`src/rtl/day_alarm.sv`:
```
// -----------------------------------------------------------------------------
// day_alarm
//   Alarm stage that sits after the day clock. It watches the clock's hr/min/sec
//   values and its 1 Hz tick. It holds a settable alarm time (HH:MM) and starts
//   ringing when the clock reaches HH:MM:00.
//
//   The alarm supports a limited number of snoozes, a dismiss input and an
//   automatic timeout. While ringing, LEDR blinks all-ones / all-zeros.
//
// Ports
//   CLOCK_50    in   1   system clock, all logic on posedge
//   reset       in   1   synchronous, active-high reset
//   hr/min/sec  in       current time from the day clock
//   sec_tick    in   1   1-cycle pulse, presented together with the new sec value
//   set_time    in   8   value to load into the alarm hour or minute
//   set_strobe  in   1   1-cycle load pulse
//   set_sel     in   1   0 = load alarm minute, 1 = load alarm hour
//   alarm_en    in   1   level; low disarms the alarm and forces IDLE
//   snooze      in   1   level button, edge-detected here
//   dismiss     in   1   level; high stops the current alarm event
//   alarm_hr    out  5   stored alarm hour
//   alarm_min   out  6   stored alarm minute
//   ringing     out  1   high in RINGING
//   snoozing    out  1   high in SNOOZE
//   LEDR        out  10  blink pattern while ringing, otherwise 0
// -----------------------------------------------------------------------------
module day_alarm #(
  parameter int RING_SECS   = 60,
  parameter int SNOOZE_SECS = 300,
  parameter int MAX_SNOOZE  = 3
) (
  input  logic       CLOCK_50,
  input  logic       reset,
  input  logic [4:0] hr,
  input  logic [5:0] min,
  input  logic [5:0] sec,
  input  logic       sec_tick,
  input  logic [7:0] set_time,
  input  logic       set_strobe,
  input  logic       set_sel,
  input  logic       alarm_en,
  input  logic       snooze,
  input  logic       dismiss,
  output logic [4:0] alarm_hr,
  output logic [5:0] alarm_min,
  output logic       ringing,
  output logic       snoozing,
  output logic [9:0] LEDR
);

  localparam int RW = $clog2(RING_SECS + 1);
  localparam int SW = $clog2(SNOOZE_SECS + 1);
  localparam int UW = $clog2(MAX_SNOOZE + 1);

  localparam logic [RW-1:0] RING_LOAD = RW'(RING_SECS);
  localparam logic [SW-1:0] SNZ_LOAD  = SW'(SNOOZE_SECS);
  localparam logic [UW-1:0] SNZ_MAX   = UW'(MAX_SNOOZE);

  typedef enum logic [1:0] {
    IDLE    = 2'd0,
    RINGING = 2'd1,
    SNOOZE  = 2'd2
  } state_t;

  state_t        state_q, state_d;
  logic [RW-1:0] ring_cnt_q, ring_cnt_d;
  logic [SW-1:0] snz_cnt_q, snz_cnt_d;
  logic [UW-1:0] snz_used_q, snz_used_d;
  logic [9:0]    ledr_q, ledr_d;
  logic [4:0]    alarm_hr_q, alarm_hr_d;
  logic [5:0]    alarm_min_q, alarm_min_d;
  logic          snooze_d_q;

  logic snooze_edge;
  logic time_match;

  assign snooze_edge = snooze & ~snooze_d_q;
  assign time_match  = sec_tick && (hr == alarm_hr_q) && (min == alarm_min_q) &&
                       (sec == 6'd0);

  // Alarm time load. Values out of range are dropped so the stored time
  // is always a legal HH:MM.
  always_comb begin
    alarm_hr_d  = alarm_hr_q;
    alarm_min_d = alarm_min_q;
    if (set_strobe) begin
      if (set_sel) begin
        if (set_time < 8'd24) alarm_hr_d = set_time[4:0];
      end else begin
        if (set_time < 8'd60) alarm_min_d = set_time[5:0];
      end
    end
  end

  // Next-state logic. Priority: alarm_en low > dismiss > snooze edge > tick.
  always_comb begin
    state_d    = state_q;
    ring_cnt_d = ring_cnt_q;
    snz_cnt_d  = snz_cnt_q;
    snz_used_d = snz_used_q;
    ledr_d     = ledr_q;

    if (!alarm_en) begin
      state_d = IDLE;
      ledr_d  = '0;
    end else begin
      case (state_q)
        IDLE: begin
          ledr_d = '0;
          if (time_match) begin
            state_d    = RINGING;
            ring_cnt_d = RING_LOAD;
            snz_used_d = '0;
            ledr_d     = '1;
          end
        end
        RINGING: begin
          if (dismiss) begin
            state_d = IDLE;
            ledr_d  = '0;
          end else if (snooze_edge && (snz_used_q < SNZ_MAX)) begin
            state_d    = SNOOZE;
            snz_cnt_d  = SNZ_LOAD;
            snz_used_d = snz_used_q + UW'(1);
            ledr_d     = '0;
          end else if (sec_tick) begin
            if (ring_cnt_q == RW'(1)) begin
              state_d = IDLE;
              ledr_d  = '0;
            end else begin
              ring_cnt_d = ring_cnt_q - RW'(1);
              ledr_d     = ~ledr_q;
            end
          end
        end
        SNOOZE: begin
          if (dismiss) begin
            state_d = IDLE;
            ledr_d  = '0;
          end else if (sec_tick) begin
            if (snz_cnt_q == SW'(1)) begin
              state_d    = RINGING;
              ring_cnt_d = RING_LOAD;
              ledr_d     = '1;
            end else begin
              snz_cnt_d = snz_cnt_q - SW'(1);
            end
          end
        end
        default: begin
          state_d = IDLE;
          ledr_d  = '0;
        end
      endcase
    end
  end

  always_ff @(posedge CLOCK_50) begin
    if (reset) begin
      state_q     <= IDLE;
      ring_cnt_q  <= '0;
      snz_cnt_q   <= '0;
      snz_used_q  <= '0;
      ledr_q      <= '0;
      alarm_hr_q  <= '0;
      alarm_min_q <= '0;
      // Pre-set high so a button held through reset is not seen as a press.
      snooze_d_q  <= 1'b1;
    end else begin
      state_q     <= state_d;
      ring_cnt_q  <= ring_cnt_d;
      snz_cnt_q   <= snz_cnt_d;
      snz_used_q  <= snz_used_d;
      ledr_q      <= ledr_d;
      alarm_hr_q  <= alarm_hr_d;
      alarm_min_q <= alarm_min_d;
      snooze_d_q  <= snooze;
    end
  end

  assign alarm_hr  = alarm_hr_q;
  assign alarm_min = alarm_min_q;
  assign ringing   = (state_q == RINGING);
  assign snoozing  = (state_q == SNOOZE);
  assign LEDR      = ledr_q;

endmodule

```
`config.mk`:
```
export PLATFORM = sky130hd
export DESIGN_NAME = day_alarm
export DESIGN_NICKNAME = d
export VERILOG_FILES = /design/src/rtl/day_alarm.sv
export SDC_FILE = /design/constraint.sdc
export NUM_CORES = 1
export LEC_CHECK = 0
export ABC_AREA = 1
export CAP_MARGIN = 20
export CORE_ASPECT_RATIO = 1.4
export CORE_MARGIN = 4
export CORE_UTILIZATION = 50
export CTS_CLUSTER_SIZE = 24
export DETAILED_ROUTE_END_ITERATION = 8
export PLACE_DENSITY = 0.79
export SYNTH_ARGS = -nofsm -noshare
export SYNTH_HDL_FRONTEND = slang
export SYNTH_SLANG_ARGS = --single-unit
```
`constraint.sdc`:
```
create_clock -name CLOCK_50 -period 1.8 [get_ports CLOCK_50]
set_clock_uncertainty 0.15 [all_clocks]
set_input_delay 0.36 -clock CLOCK_50 [delete_from_list [all_inputs] [get_ports CLOCK_50]]
set_output_delay 0.36 -clock CLOCK_50 [all_outputs]
set_load 0.01 [all_outputs]
```
==> results of run 1 <==
-- synthesized netlist by cell type (5+ instances only) --
cell     number  share of area [%]
a21oi_1      22                4.6
a21oi_2       8                2.9
a31oi_1       5                1.3
dfxtp_1      41                 34
ha_1          5                2.6
inv_1        49                7.7
nand2_1     103                 16
nand3_1      23                4.8
nand4_1       6                1.6
nor2_1       36                5.6
o21ai_0      18                3.8
or2_0         8                2.1
-- where the power goes --
| group | internal (uW) | switching, uW | leakage [uW] |
|---|---|---|---|
| Sequential | 912 | 5.55 | 0.000333 |
| Combinational | 121 | 95.4 | 0.00128 |
| Clock | 305 | 315 | 0.0000443 |
-- stage by stage --
step,util [%],TNS [ns],power (uW)
2_1_floorplan,-,0,1007
3_3_place_gp,70.87,-9.422,1144
3_5_place_dp,70.87,-9.682,1148
4_1_cts,73.26,0,1758
5_1_grt,79.07,-0.3357,1821
6_report,79.07,0,1754
-- kinds of logic (layout without fill, tap and decap cells) --
family | after synthesis | after routing
simple gates | 199 | 200
buf+inv | 61 | 165
compound gates | 56 | 56
flops | 41 | 41
fa+ha+maj | 5 | 5
xor+xnor | 4 | 4
-- sequential cells by signal (all words and copies together), names as in the netlist --
| name | cells |
|---|---|
| LEDR | 10 |
| snz_cnt_q | 9 |
| alarm_min | 6 |
| ring_cnt_q | 6 |
| alarm_hr | 5 |
| snz_used_q | 2 |
| state_q | 2 |
| snooze_d_q | 1 |
-- metal layers --
metal / global-route usage (%) / part of all wire (%) / up-vias
li1: - / - / 1374
met3: 4.988 / 5.4 / 36
met5: 0 / 0 / -
met4: 10.51 / 5.2 / 0
met2: 40.07 / 54 / 99
met1: 23.15 / 35 / 1289
-- worst max-delay path, cell delays in order --
cell,delay [ns]
clkdlybuf4s50_1,0.41
nor2_1,0.10
nand2_1,0.06
nor2_1,0.12
nand2_1,0.11
nor2_4,0.15
nand2_2,0.08
nand2_4,0.09
buf_6,0.13
nand3_2,0.08
nand2_1,0.08
a21oi_1,0.06
-- repair_timing --
action,4_1_cts,5_1_grt
hold buffers,0,0
pin swaps,4,28
resized for setup,13,51
endpoints found under the setup margin,24,30
cloned,0,3
buffers inserted,1,12
-- cell type report --
| class | count | area (sq um) | area share, % |
|---|---|---|---|
| Multi-Input combinational cell | 265 | 1439 | 39.49 |
| Timing Repair Buffer | 104 | 1008 | 27.68 |
| Sequential cell | 41 | 828.3 | 22.73 |
| Inverter | 54 | 203.9 | 5.598 |
| Clock buffer | 7 | 86.33 | 2.370 |
| Tap cell | 62 | 77.57 | 2.129 |
-- worst max path at each step --
stage	endpoint	cells after the start	slack, ns	startpoint
final	snz_used_q[0]	12	0.008	sec[2]
after global routing	state_q[0]	11	-0.06	state_q[0]
after CTS	snz_cnt_q[2]	10	0.005	snooze
after detailed placement	ring_cnt_q[0]	12	-0.39	hr[1]
after global placement	ring_cnt_q[0]	12	-0.34	min[0]
after floorplan	LEDR[1]	10	0.13	state_q[0]
==> impl_metrics.json, run 1 <==
{
  "crit_arrival_ns": 1.83,
  "first_pass_iters": 4,
  "hold-path-endpoint": "snooze_d_q",
  "fin_area_sq_um": 3643,
  "synth.distinct_cells": 33,
  "rr_worst_depth": 12,
  "reg2reg_slack_ns": 0.03,
  "cts_htree_levels": 2,
  "crit_type": "input port to flip-flop",
  "num_vias": 2798,
  "viasPerCell": 5.250,
  "die_w_um": 66.58,
  "area_delta_synth_final_pct": 51.67,
  "ys_ff_latch": 41,
  "grt_pass1_wl_um": 10650,
  "initial_utilization_pct": 52.13,
  "clock-sinks": 41,
  "period_minus_slack_ns": 1.792,
  "synth_xor_area_share_pct": 1.458,
  "rows": 29,
  "grt_max_degree": 16,
  "crit_path_start_kind": "input port",
  "dpl-instance-area_sq_um": 3266,
  "ys_warn_count": 0,
  "path_clk_slew_ns": 0.08,
  "syn_nets": 404,
  "dp_worst_setup_slack_ns": -0.3916,
  "status": "finished clean",
  "antenna_found_initial": 0,
  "gp_congestion": 0.8348,
  "grt_pass1_vias": 2549,
  "leakage_uw": 0.001657,
  "clockBufferDepth": 2,
  "path_max_fanout": 4,
  "dp_hpwl_um": 4896,
  "n_antenna_cell": 0,
  "grt-ovfl-total": 0,
  "ir_drop_v": 0.0003442,
  "synth-seq-area-share_pct": 34.17,
  "worstMarginPinSlew_ns": 0.3154,
  "fin_crit_sh_pct": 99.57,
  "reg2reg_to": "snz_used_q[0]",
  "cap_violations": 0,
  "drcViolationCount": 0,
  "synthAdderAreaFrac_pct": 2.604,
  "hold_viol": 0,
  "netlist_area_sq_um": 2402,
  "fmax_ghz": 0.5580,
  "fin_cells": 533,
  "syn_avg_cell_area_sq_um": 6.564,
  "setup_violations": 0,
  "final_nets": 509,
  "wire_per_inst_um": 13.67,
  "hold_class": "input port to flip-flop",
  "cts_tree": "done",
  "drt_iter0_markers": 279,
  "synth-simple-area-share_pct": 38.18,
  "reg2reg_from": "alarm_min[5]",
  "io_buffers": 55,
  "async_flop_share_pct": 0,
  "hp-start": "snooze",
  "die_h_um": 90.02,
  "dieArea_sq_um": 5993,
  "timing.hold.ws_ns": 0.1529,
  "grt_usage_pct": 22.15,
  "end_kind": "flip-flop",
  "ant_nets": 0,
  "synthMuxAreaShare_pct": 0,
  "postSynthCellCount": 366,
  "worst_slack_ns": 0.007746,
  "synth_edf_count": 0,
  "drt-total-wl_um": 7288,
  "pin_count": 56,
  "cts_inserted_buffers": 5,
  "synth_top_family_by_area": "simple AND/OR/NAND/NOR gates",
  "required_ns": 1.83,
  "clock_latency_ns": 0.30,
  "hold_path_depth": 3,
  "core_sq_um": 4608,
  "dp_cells": 510,
  "drive_gt1_share_pct": 24.84,
  "drv_slew": 0,
  "final_common_cell": "nand2_1",
  "layout_common_cells": "nand2_1, inv_1, buf_4",
  "fill_cells": 328,
  "synth_compound_area_share_pct": 13.28,
  "power.density_nw_per_um2": 481.5,
  "ys_dominant_reg_cell": "dfxtp_1",
  "cts.root.buffer_cell": "clkbuf_8",
  "slew-limit-headroom_pct": 78.78
}
No activity file was read; power rests on OpenSTA's default activity.
==> run 2, diff against run 1 <==
SKIP_LAST_GASP = 1   (was unset)
TNS_END_PERCENT = 10   (was unset)
==> impl_metrics.json, run 2 (synthesized netlist as in run 1, its figures left out) <==
{
  "grt_pass1_wl_um": 10530,
  "final_nets": 497,
  "dp_hpwl_um": 4896,
  "core_sq_um": 4608,
  "seq_area_sq_um": 824.5,
  "hold_class": "flip-flop to flip-flop",
  "period_minus_slack_ns": 1.865,
  "worstMarginPinSlew_ns": 0.3141,
  "fmax_ghz": 0.5361,
  "grt_usage_pct": 21.85,
  "grt_max_degree": 16,
  "clockBufferDepth": 2,
  "drt-total-wl_um": 6332,
  "drive_gt1_share_pct": 19.83,
  "postCtsHoldBufs": 0,
  "largest_reg_flops": 10,
  "first_pass_iters": 6,
  "fin_crit_sh_pct": 103.6,
  "wire_per_inst_um": 12.15,
  "clock_latency_ns": 0.29,
  "crit_path_start_kind": "input port",
  "dp_cells": 510,
  "cts_inserted_buffers": 5,
  "io_buffers": 55,
  "initial_utilization_pct": 52.13,
  "power.density_nw_per_um2": 507.6,
  "path_clk_slew_ns": 0.07,
  "fin_cells": 521,
  "num_vias": 2612,
  "hold_viol": 0,
  "fill_cells": 389,
  "grt-ovfl-total": 0,
  "leakage_uw": 0.001473,
  "worst_slack_ns": -0.06536,
  "drt_iter0_markers": 145,
  "layout_common_cells": "nand2_1, clkdlybuf4s50_1, inv_1",
  "n_antenna_cell": 0,
  "violations": "DRC, setup timing",
  "die_h_um": 90.02,
  "cts.root.buffer_cell": "clkbuf_8",
  "final_common_cell": "nand2_1",
  "multi_input_area_sq_um": 1385,
  "drv_slew": 0,
  "cts_htree_levels": 2,
  "slew-limit-headroom_pct": 78.87,
  "path_max_fanout": 10,
  "end_kind": "flip-flop",
  "setup_violations": 19,
  "antenna_found_initial": 0,
  "area_delta_synth_final_pct": 43.23,
  "required_ns": 1.84,
  "crit_type": "input port to flip-flop",
  "cap_violations": 0,
  "grt_pass1_vias": 2536,
  "viasPerCell": 5.013,
  "cts_tree": "done",
  "ant_nets": 0,
  "rows": 29,
  "die_w_um": 66.58,
  "rsz0062_at_grt": "yes",
  "status": "complete, but fails checks",
  "pin_count": 56,
  "dieArea_sq_um": 5993,
  "crit_arrival_ns": 1.90,
  "timing.hold.ws_ns": 0.3192,
  "drcViolationCount": 1,
  "gp_congestion": 0.8348,
  "ir_drop_v": 0.0003316,
  "clock-sinks": 41
}
run 2: area by class of cell:
class | instances | share of cell area [%]
Sequential cell | 41 | 23.96
Inverter | 54 | 5.891
Tap cell | 62 | 2.255
Multi-Input combinational cell | 264 | 40.25
Clock buffer | 7 | 2.509
Timing Repair Buffer | 93 | 25.13
run 2: power by group:
group	internal, uW	switching [uW]	leakage [uW]
Sequential	914	5.17	0.000332
Combinational	125	89.0	0.00110
Clock	305	309	0.0000443
run 2: worst paths after layout:
path	startpoint	to	slack, ns	depth (start not counted)
worst min register to register	snz_used_q[1]	snz_used_q[1]	0.32	2
worst min-delay path	snz_used_q[1]	snz_used_q[1]	0.32	2
worst max register to register	state_q[0]	LEDR[0]	-0.01	10
worst max-delay path	snooze	LEDR[5]	-0.07	10
run 2: layer usage:
layer / GRT usage (%) / wire, um / vias up / share of wire [%]
li1: - / - / 1346 / -
met1: 22.84 / 2435 / 1195 / 38
met2: 39.74 / 3480 / 55 / 55
met3: 4.988 / 226 / 16 / 3.6
met4: 9.831 / 189 / 0 / 3.0
met5: 0 / 0 / - / 0
run 2: worst max-delay path, cell delays in order:
cell and delay (ns):
clkdlybuf4s50_1 0.47, inv_1 0.05, nor2_1 0.14, nand2_1 0.12, nand2_4 0.11, o21ai_0 0.08, nand2_1 0.09, clkinv_1 0.24
nand2_1 0.17, a21oi_2 0.06
run 2: what timing repair did:
action                                  in CTS  in global routing
endpoints found under the setup margin      24                 31
buffers inserted                             1                  3
resized for setup                            2                 26
pin swaps                                    1                 12
run 2: per-stage QoR:
| step | worst slack (ns) | setup TNS (ns) | utilization [%] | power [uW] | instance area [sq um] |
|---|---|---|---|---|---|
| 4_1_cts | -0.1334 | -0.7842 | 72.90 | 1758 | 3359 |
| 3_5_place_dp | -0.3916 | -9.682 | 70.87 | 1148 | 3266 |
| 3_3_place_gp | -0.3372 | -9.422 | 70.87 | 1144 | 3266 |
| 6_report | -0.06536 | -0.6829 | 74.67 | 1747 | 3441 |
| 5_1_grt | -0.2148 | -3.230 | 74.67 | 1822 | 3441 |
| 2_1_floorplan | 0.1298 | 0 | - | 1007 | 2402 |
==> run 3, diff against run 2 <==
==> constraint.sdc (replaced) <==
create_clock -name CLOCK_50 -period 1.8 [get_ports CLOCK_50]
set_clock_uncertainty 0.15 [all_clocks]
set_input_delay 0.27 -clock CLOCK_50 [delete_from_list [all_inputs] [get_ports CLOCK_50]]
set_output_delay 0.27 -clock CLOCK_50 [all_outputs]
set_load 0.01 [all_outputs]
==> impl_metrics.json, run 3 (synthesized netlist as in run 1, its figures left out) <==
{
  "end_kind": "flip-flop",
  "hold_viol": 0,
  "slew-limit-headroom_pct": 77.98,
  "postCtsHoldBufs": 0,
  "drt_iter0_markers": 220,
  "drv_slew": 0,
  "setup_violations": 7,
  "reg2reg_to": "snz_cnt_q[5]",
  "grt_max_degree": 16,
  "initial_utilization_pct": 52.13,
  "cpMaxStageDelayCell": "dfxtp_4",
  "cts.root.buffer_cell": "clkbuf_8",
  "grt_pass1_vias": 2364,
  "wire_per_inst_um": 13.16,
  "hold_class": "flip-flop to flip-flop",
  "path_max_fanout": 7,
  "fill_cells": 368,
  "fin_crit_sh_pct": 102.8,
  "drcViolationCount": 0,
  "ant_nets": 0,
  "period_minus_slack_ns": 1.851,
  "n_antenna_cell": 0,
  "viasPerCell": 5.238,
  "dieArea_sq_um": 5993,
  "reg2reg_slack_ns": -0.05,
  "die_h_um": 90.02,
  "dpl-instance-area_sq_um": 3231,
  "cts_inserted_buffers": 5,
  "path_clk_slew_ns": 0.08,
  "leakage_uw": 0.001459,
  "layout_common_cells": "nand2_1, clkdlybuf4s50_1, inv_1",
  "drive_gt1_share_pct": 19.61,
  "final_nets": 496,
  "grt_usage_pct": 22.30,
  "finalPower_uw": 1801,
  "pin_count": 56,
  "core_sq_um": 4608,
  "path_cells": "inv_4, nor2_4, buf_6, buf_6, nand2_4, nand2_2, inv_2, nand3_4, nor2_4, clkbuf_16, nand3_2, a31oi_1",
  "drt-total-wl_um": 6856,
  "die_w_um": 66.58,
  "dp_hpwl_um": 4873,
  "grt_pass1_wl_um": 10610,
  "final_common_cell": "nand2_1",
  "power.density_nw_per_um2": 521.6,
  "gp_congestion": 0.8243,
  "worst_path_largest_cell_delay_ns": 0.37,
  "crit_arrival_ns": 1.93,
  "clock-sinks": 41,
  "worstMarginPinSlew_ns": 0.3278,
  "crit_path_start_kind": "flip-flop",
  "hold_path_depth": 2,
  "seq_area_sq_um": 828.3,
  "status": "complete, but fails checks",
  "cap_violations": 0,
  "hp-start": "snz_used_q[1]",
  "final_core_util_pct": 74.91,
  "violations": "setup timing",
  "io_buffers": 55,
  "largest_reg_flops": 10,
  "final.setup.tns_ns": -0.1700,
  "rsz0062_at_grt": "yes",
  "rows": 29,
  "cts_tree": "done",
  "clockBufferDepth": 2,
  "area_delta_synth_final_pct": 43.70,
  "first_pass_iters": 7,
  "cts_htree_levels": 2,
  "worst_slack_ns": -0.05073,
  "ir_drop_v": 0.0005739,
  "num_vias": 2729,
  "multi_input_area_sq_um": 1371,
  "antenna_found_initial": 0,
  "reg2reg_from": "state_q[0]",
  "clock_latency_ns": 0.29,
  "hold-path-endpoint": "snz_used_q[1]",
  "rr_worst_depth": 12,
  "crit_type": "flip-flop to flip-flop",
  "grt-ovfl-total": 0,
  "fmax_ghz": 0.5403,
  "required_ns": 1.88,
  "fin_area_sq_um": 3452
}
run 3: worst max-delay path, delay by kind of cell (launching register included):
family	cells	cell delay [ns]
flops	1	0.37
simple gates	6	0.51
compound gates	1	0.15
buf+inv	5	0.58
run 3: area by class of cell:
cell class	instances	share of cell area (%)
clock inverters	1	0.1450
inverters	54	6.053
flip-flops and latches	41	23.99
multi-input cells	264	39.72
repair buffers	92	25.05
clock buffers	7	2.791
well taps	62	2.247
run 3: repair_timing:
action	4_1_cts	5_1_grt
resized for setup	3	23
setup buffers	4	1
pin swaps	1	12
cloned	0	1
setup endpoints to repair	11	30
run 3: layer usage:
metal	GRT usage (%)	share of wire [%]
met5	0	0
met1	25.46	39
met2	39.90	53
met3	3.741	4.7
met4	8.475	3.7
run 3: metrics by stage:
stage / instances / hold WS [ns] / setup WS [ns]
final: 521 / 0.3203 / -0.05073
after global placement: 507 / 0.3025 / -0.2416
after CTS: 519 / 0.3214 / -0.08882
after detailed placement: 507 / 0.3088 / -0.2844
after global routing: 521 / 0.3401 / -0.1733
after floorplan: 366 / 0.2164 / 0.1298
run 3: how the worst max path moves through the flow:
stage                from            end  slack (ns)  depth (start not counted)
2_1_floorplan  state_q[0]        LEDR[1]        0.13                         10
3_3_place_gp       min[0]  ring_cnt_q[1]       -0.24                         12
3_5_place_dp       snooze        LEDR[3]       -0.28                         10
4_1_cts        state_q[0]   snz_cnt_q[6]       -0.09                         13
5_1_grt        state_q[0]   snz_cnt_q[6]       -0.17                         13
6_report       state_q[0]   snz_cnt_q[5]       -0.05                         12
run 3: where the power goes:
| part | total, uW | switching [uW] | internal, uW |
|---|---|---|---|
| clock network | 676 | 329 | 347 |
| logic | 208 | 87.3 | 120 |
| registers | 917 | 6.10 | 911 |
==> edit 1 (settings of run 1) <==
`MAX_SNOOZE`: 3 -> 2.
--- a/src/rtl/day_alarm.sv
+++ b/src/rtl/day_alarm.sv
@@ -27,7 +27,7 @@
 module day_alarm #(
   parameter int RING_SECS   = 60,
   parameter int SNOOZE_SECS = 300,
-  parameter int MAX_SNOOZE  = 3
+  parameter int MAX_SNOOZE  = 2
 ) (
   input  logic       CLOCK_50,
   input  logic       reset,
Formal check against the unedited RTL: no difference found for any inputs over 10 cycles, from zero or initial values and one cycle with reset high; that may be too few to reach the edited logic, so the function may still have changed.
==> edit 1 against run 1 <==
Final area fell by 1.0%. Largest power group unchanged. Sequential power about the same. Clock power down 3.4%. Wire length is 6.0% lower. Setup slack better by 0.025 ns. Highest routed layer unchanged. Sequential cell count is the same. Non-clock buffer count fell by 14. Power shrank 1.6%. Critical path depth is 9 lower. Sequential share of layout area about the same. Area after synthesis up 5.6%.
==> edit 1: results (changes against run 1) <==
DR iter-0 viols: 143 (was 279)
Pre-Repair DR Iteration Count: 5 (was 4)
number of global-route vias before repair: 2,747 (was 2,549)
Logic pwr share: 12.1% (was 12.4%)
met1 wire length: 2570 um (about the same)
gr usage total: 22.4% (was 22.2%)
R2R Path End: snz_cnt_q[4]$_SDFFE_PP0P_ (was snz_used_q[0]$_SDFFE_PP0P_)
Vias: 2,829 (was 2,798)
CP Data Arrival Time: 1.26 ns (was 1.83 ns)
worst hold path type: reg -> reg (was in -> reg)
layout cells sized above 1: 17.0% (was 24.8%)
Tot Pwr: 0.00173 W (was 0.00175 W)
CP peak stage delay: 0.39 ns (was 0.41 ns)
RR Startpoint: state_q[0]$_SDFFE_PP0P_ (was alarm_min[5]$_SDFFE_PP0P_)
slew at the pin closest to its max-slew limit: 0.373 ns (was 0.315 ns)
delay-heaviest family, CP: flip-flops (was simple AND/OR/NAND/NOR gates)
Synthesized Nets: 449 (was 404)
P_sw: 0.000429 W (was 0.000416 W)
critical path class: reg -> out (was in -> reg)
Hold Path Stages: 2 (was 3)
CP max stage cell: dfxtp_1 (was clkdlybuf4s50_1)
metal2 WL: 3770 um (was 3950 um)
met3 WL: 301 um (was 394 um)
sequential share of the synthesized area: 32.3% (was 34.2%)
reg-to-reg setup timing slack: 0.10 ns (was 0.03 ns)
first-pass GRT wire length: 11,000 um (was 10,700 um)
status: complete, no violations (unchanged)
gpl congestion: 0.848 (was 0.835)
crit-path max FO: 5 (was 4)
Post-synth top cells: 120 x nand2_1, 72 x inv_1, 41 x dfxtp_1, 41 x nor2_1, 36 x a21oi_1 (was 103 x nand2_1, 49 x inv_1, 41 x dfxtp_1, 36 x nor2_1, 23 x nand3_1)
WL final: 6850 um (was 7290 um)
Power Clock: 0.000599 W (was 0.000620 W)
Worst Setup Slack, final: 0.0326 ns (was 0.00775 ns)
Peak VDD IR: 326 uV (was 344 uV)
hold_ws: 0.317 ns (was 0.153 ns)
Hold Crit Start: snz_cnt_q[6]$_SDFFE_PP0P_ (was snooze)
Worst Setup EP: ringing (was snz_used_q[0]$_SDFFE_PP0P_)
==> edit 1: worst reg2reg max path: stages (launching register included) <==
cell,delay [ns]
dfxtp_1,0.35
buf_4,0.17
nor2_4,0.16
nand2_2,0.12
nand2_2,0.08
nand3_2,0.10
nor2_4,0.17
buf_4,0.15
nand2_1,0.04
nand2_1,0.06
a21oi_1,0.05
==> edit 1: logic make-up (layout without fill, tap and decap cells) <==
| family | count (synthesis) | after routing | share of synthesized area, % |
|---|---|---|---|
| flip-flops | 41 | 41 | 32.3 |
| buffers and inverters | 87 | 176 | 13.7 |
| AO/OA/AOI/OAI | 60 | 60 | 12.8 |
| adder cells (fa/ha/maj) | 4 | 4 | 1.97 |
| XOR/XNOR | 8 | 8 | 2.76 |
| AND/OR/NAND/NOR | 212 | 212 | 36.5 |
==> edit 1: cell type report <==
type,count,area [um2]
Fill cell,401,1270
Timing Repair Buffer,90,876
Timing Repair inverter,1,5.00
Tap cell,64,80.1
Inverter,77,298
Multi-Input combinational cell,284,1440
Sequential cell,41,821
Clock buffer,6,72.6
Clock inverter,2,10.0
==> edit 1: stage by stage <==
stage / TNS, ns / cells / utilization, %
final: 0 / 565 / 73.9
after CTS: 0 / 562 / 70.8
after global placement: -7.72 / 554 / 69.1
after detailed placement: -8.83 / 554 / 69.1
after floorplan: 0 / 412 / -
after global routing: -0.414 / 565 / 73.9
==> edit 1: metal layers <==
metal	vias up	GRT usage (%)
met5	-	0
met4	0	11.6
met3	24	3.40
met1	1275	22.8
met2	76	41.5
li1	1454	-
==> edit 1: repair_timing <==
| action | in CTS | in global routing |
|---|---|---|
| buffers inserted | 0 | 1 |
| pin swaps | 0 | 12 |
| gates cloned | 0 | 2 |
| setup endpoints to repair | 9 | 31 |
| gates resized for setup | 4 | 38 |
==> edit 2 (config.mk and constraints of run 1) <==
Without the edit above. Register the outputs `ringing` and `snoozing`, with the module's reset; this adds one clock of latency there. The other outputs are not delayed to match.
--- a/src/rtl/day_alarm.sv
+++ b/src/rtl/day_alarm.sv
@@ -180,8 +180,15 @@
 
   assign alarm_hr  = alarm_hr_q;
   assign alarm_min = alarm_min_q;
-  assign ringing   = (state_q == RINGING);
-  assign snoozing  = (state_q == SNOOZE);
+  always_ff @(posedge CLOCK_50) begin
+    if (reset) begin
+      ringing  <= '0;
+      snoozing <= '0;
+    end else begin
+      ringing  <= (state_q == RINGING);
+      snoozing <= (state_q == SNOOZE);
+    end
+  end
   assign LEDR      = ledr_q;
 
 endmodule
Behaviour: not the same (Yosys sat finds a counterexample within 4 cycles, from zero or initial values and one cycle with reset high).
==> edit 2 against run 1 <==
The run now ends with negative setup slack left. Wire length grew 3.2%. Sequential cell count increased by 2. Area after synthesis increased by 0.52%. Register-to-register slack worse by 0.06 ns. Sequential share of layout area up 1.2 points. Worst hold slack better by 0.18 ns. Via count increased by 0.46%. Global-route usage decreased by 0.24 points. Setup slack got worse by 0.047 ns. Final area shrank 0.48%. Power increased by 1.5%.
==> edit 2: results (changes against run 1) <==
Compound-Gate Fraction of Synth Area: 13.2% (was 13.3%)
Setup TNS: -0.226 ns (was 0 ns)
P_sw: 0.000436 W (was 0.000416 W)
Post-synth top cells: 97 x nand2_1, 72 x nor2_1, 43 x dfxtp_1, 43 x inv_1, 31 x a21oi_1 (was 103 x nand2_1, 49 x inv_1, 41 x dfxtp_1, 36 x nor2_1, 23 x nand3_1)
Worst Setup Slack, final: -0.0396 ns (was 0.00775 ns)
layout cells sized above 1: 21.7% (was 24.8%)
CTS root buf: clkbuf_8 (unchanged)
P_seq: 0.000963 W (was 0.000918 W)
DR iter-0 viols: 140 (was 279)
WL per Instance: 14.2 um (was 13.7 um)
status: finished, violations left (was complete, no violations)
first-pass GRT wire length: 10,500 um (was 10,700 um)
failing checks: negative setup slack
Syn Inst Count: 381 (was 366)
Synth area leaders: dfxtp_1 36%, nand2_1 15%, nor2_1 11% (was dfxtp_1 34%, nand2_1 16%, inv_1 7.7%)
WL final: 7520 um (was 7290 um)
hpwl dp: 4690 um (was 4900 um)
sequential share of the synthesized area: 35.6% (was 34.2%)
Placed Area: 3180 um2 (was 3270 um2)
Synth Area in XOR/XNOR: 2.90% (was 1.46%)
Logic power comb: 0.000212 W (was 0.000217 W)
Peak VDD IR: 332 uV (was 344 uV)
# port buffers: 55 (unchanged)
crit-path max FO: 10 (was 4)
static leakage: 1.71 nW (was 1.66 nW)
Nets: 506 (was 509)
dpl cells: 515 (was 510)
pre-CTS WS: -0.434 ns (was -0.392 ns)
gpl congestion: 0.905 (was 0.835)
Synthesized Nets: 419 (was 404)
switching share of total power: 24.5% (was 23.7%)
largest net degree at the start of global routing: 18 (was 16)
slew at the pin closest to its max-slew limit: 0.510 ns (was 0.315 ns)
gr usage total: 21.9% (was 22.2%)
Filler cells: 330 (was 328)
ys flop type: dfxtp_1 (unchanged)
final setup vio count: 11 (was 0)
worst hold path type: reg -> reg (was in -> reg)
Pre-Repair DR Iteration Count: 5 (was 4)
CP Data Arrival Time: 1.92 ns (was 1.83 ns)
number of global-route vias before repair: 2,569 (was 2,549)
number of vias per cell: 5.29 (was 5.25)
Post-Synth Adder-Cell Area: 2.59% (was 2.60%)
## edit 2: changes by cell type in the layout (fill, tap and decap cells not counted), moves of 5 or more
cell     before  now
nor2_1       29   61
nand3_1      22   15
a21oi_1      20   27
a21oi_2      10    4
buf_4        40   24
inv_1        45   40
or2_0         8    1
nand2_1      92   87
## edit 2: cell type report
class,count,share of cell area [%]
clock inverter,1,0.138
sequential,43,23.9
multi-input combinational,284,43.6
tap,62,2.14
clock buffer,7,2.10
timing repair buffer,85,22.9
inverter,49,5.18
## edit 2: per-layer routing
metal | up-vias | share of wire (%) | track usage [%]
met3 | 31 | 5.7 | 5.36
met1 | 1291 | 36 | 21.2
li1 | 1373 | - | -
met4 | 0 | 4.3 | 8.64
met2 | 116 | 54 | 42.1
met5 | - | 0 | 0
## edit 2: final timing paths
| kind | startpoint | endpoint | slack, ns | cells after the start |
|---|---|---|---|---|
| setup reg to reg | snz_used_q[0]$_SDFFE_PP0P_ | LEDR[4]$_SDFFE_PP0P_ | -0.03 | 10 |
| hold / removal | LEDR[8]$_SDFFE_PP0P_ | LEDR[8]$_SDFFE_PP0P_ | 0.33 | 2 |
| hold reg to reg | LEDR[8]$_SDFFE_PP0P_ | LEDR[8]$_SDFFE_PP0P_ | 0.33 | 2 |
| setup / recovery | snooze | LEDR[4]$_SDFFE_PP0P_ | -0.04 | 9 |
## edit 2: what timing repair did
item	CTS	global route
buffers inserted	0	5
gates cloned	0	3
pin swaps	1	25
hold buffers	0	0
endpoints found under the hold margin	0	0
gates resized for setup	8	78
endpoints found under the setup margin	23	31
## edit 2: worst max-delay path, stage by stage
cell             delay, ns
clkdlybuf4s50_1       0.49
nand3b_1              0.17
nand2_2               0.14
buf_4                 0.13
nor3_4                0.04
a21oi_4               0.20
buf_6                 0.18
nand2_1               0.08
a21oi_1               0.12
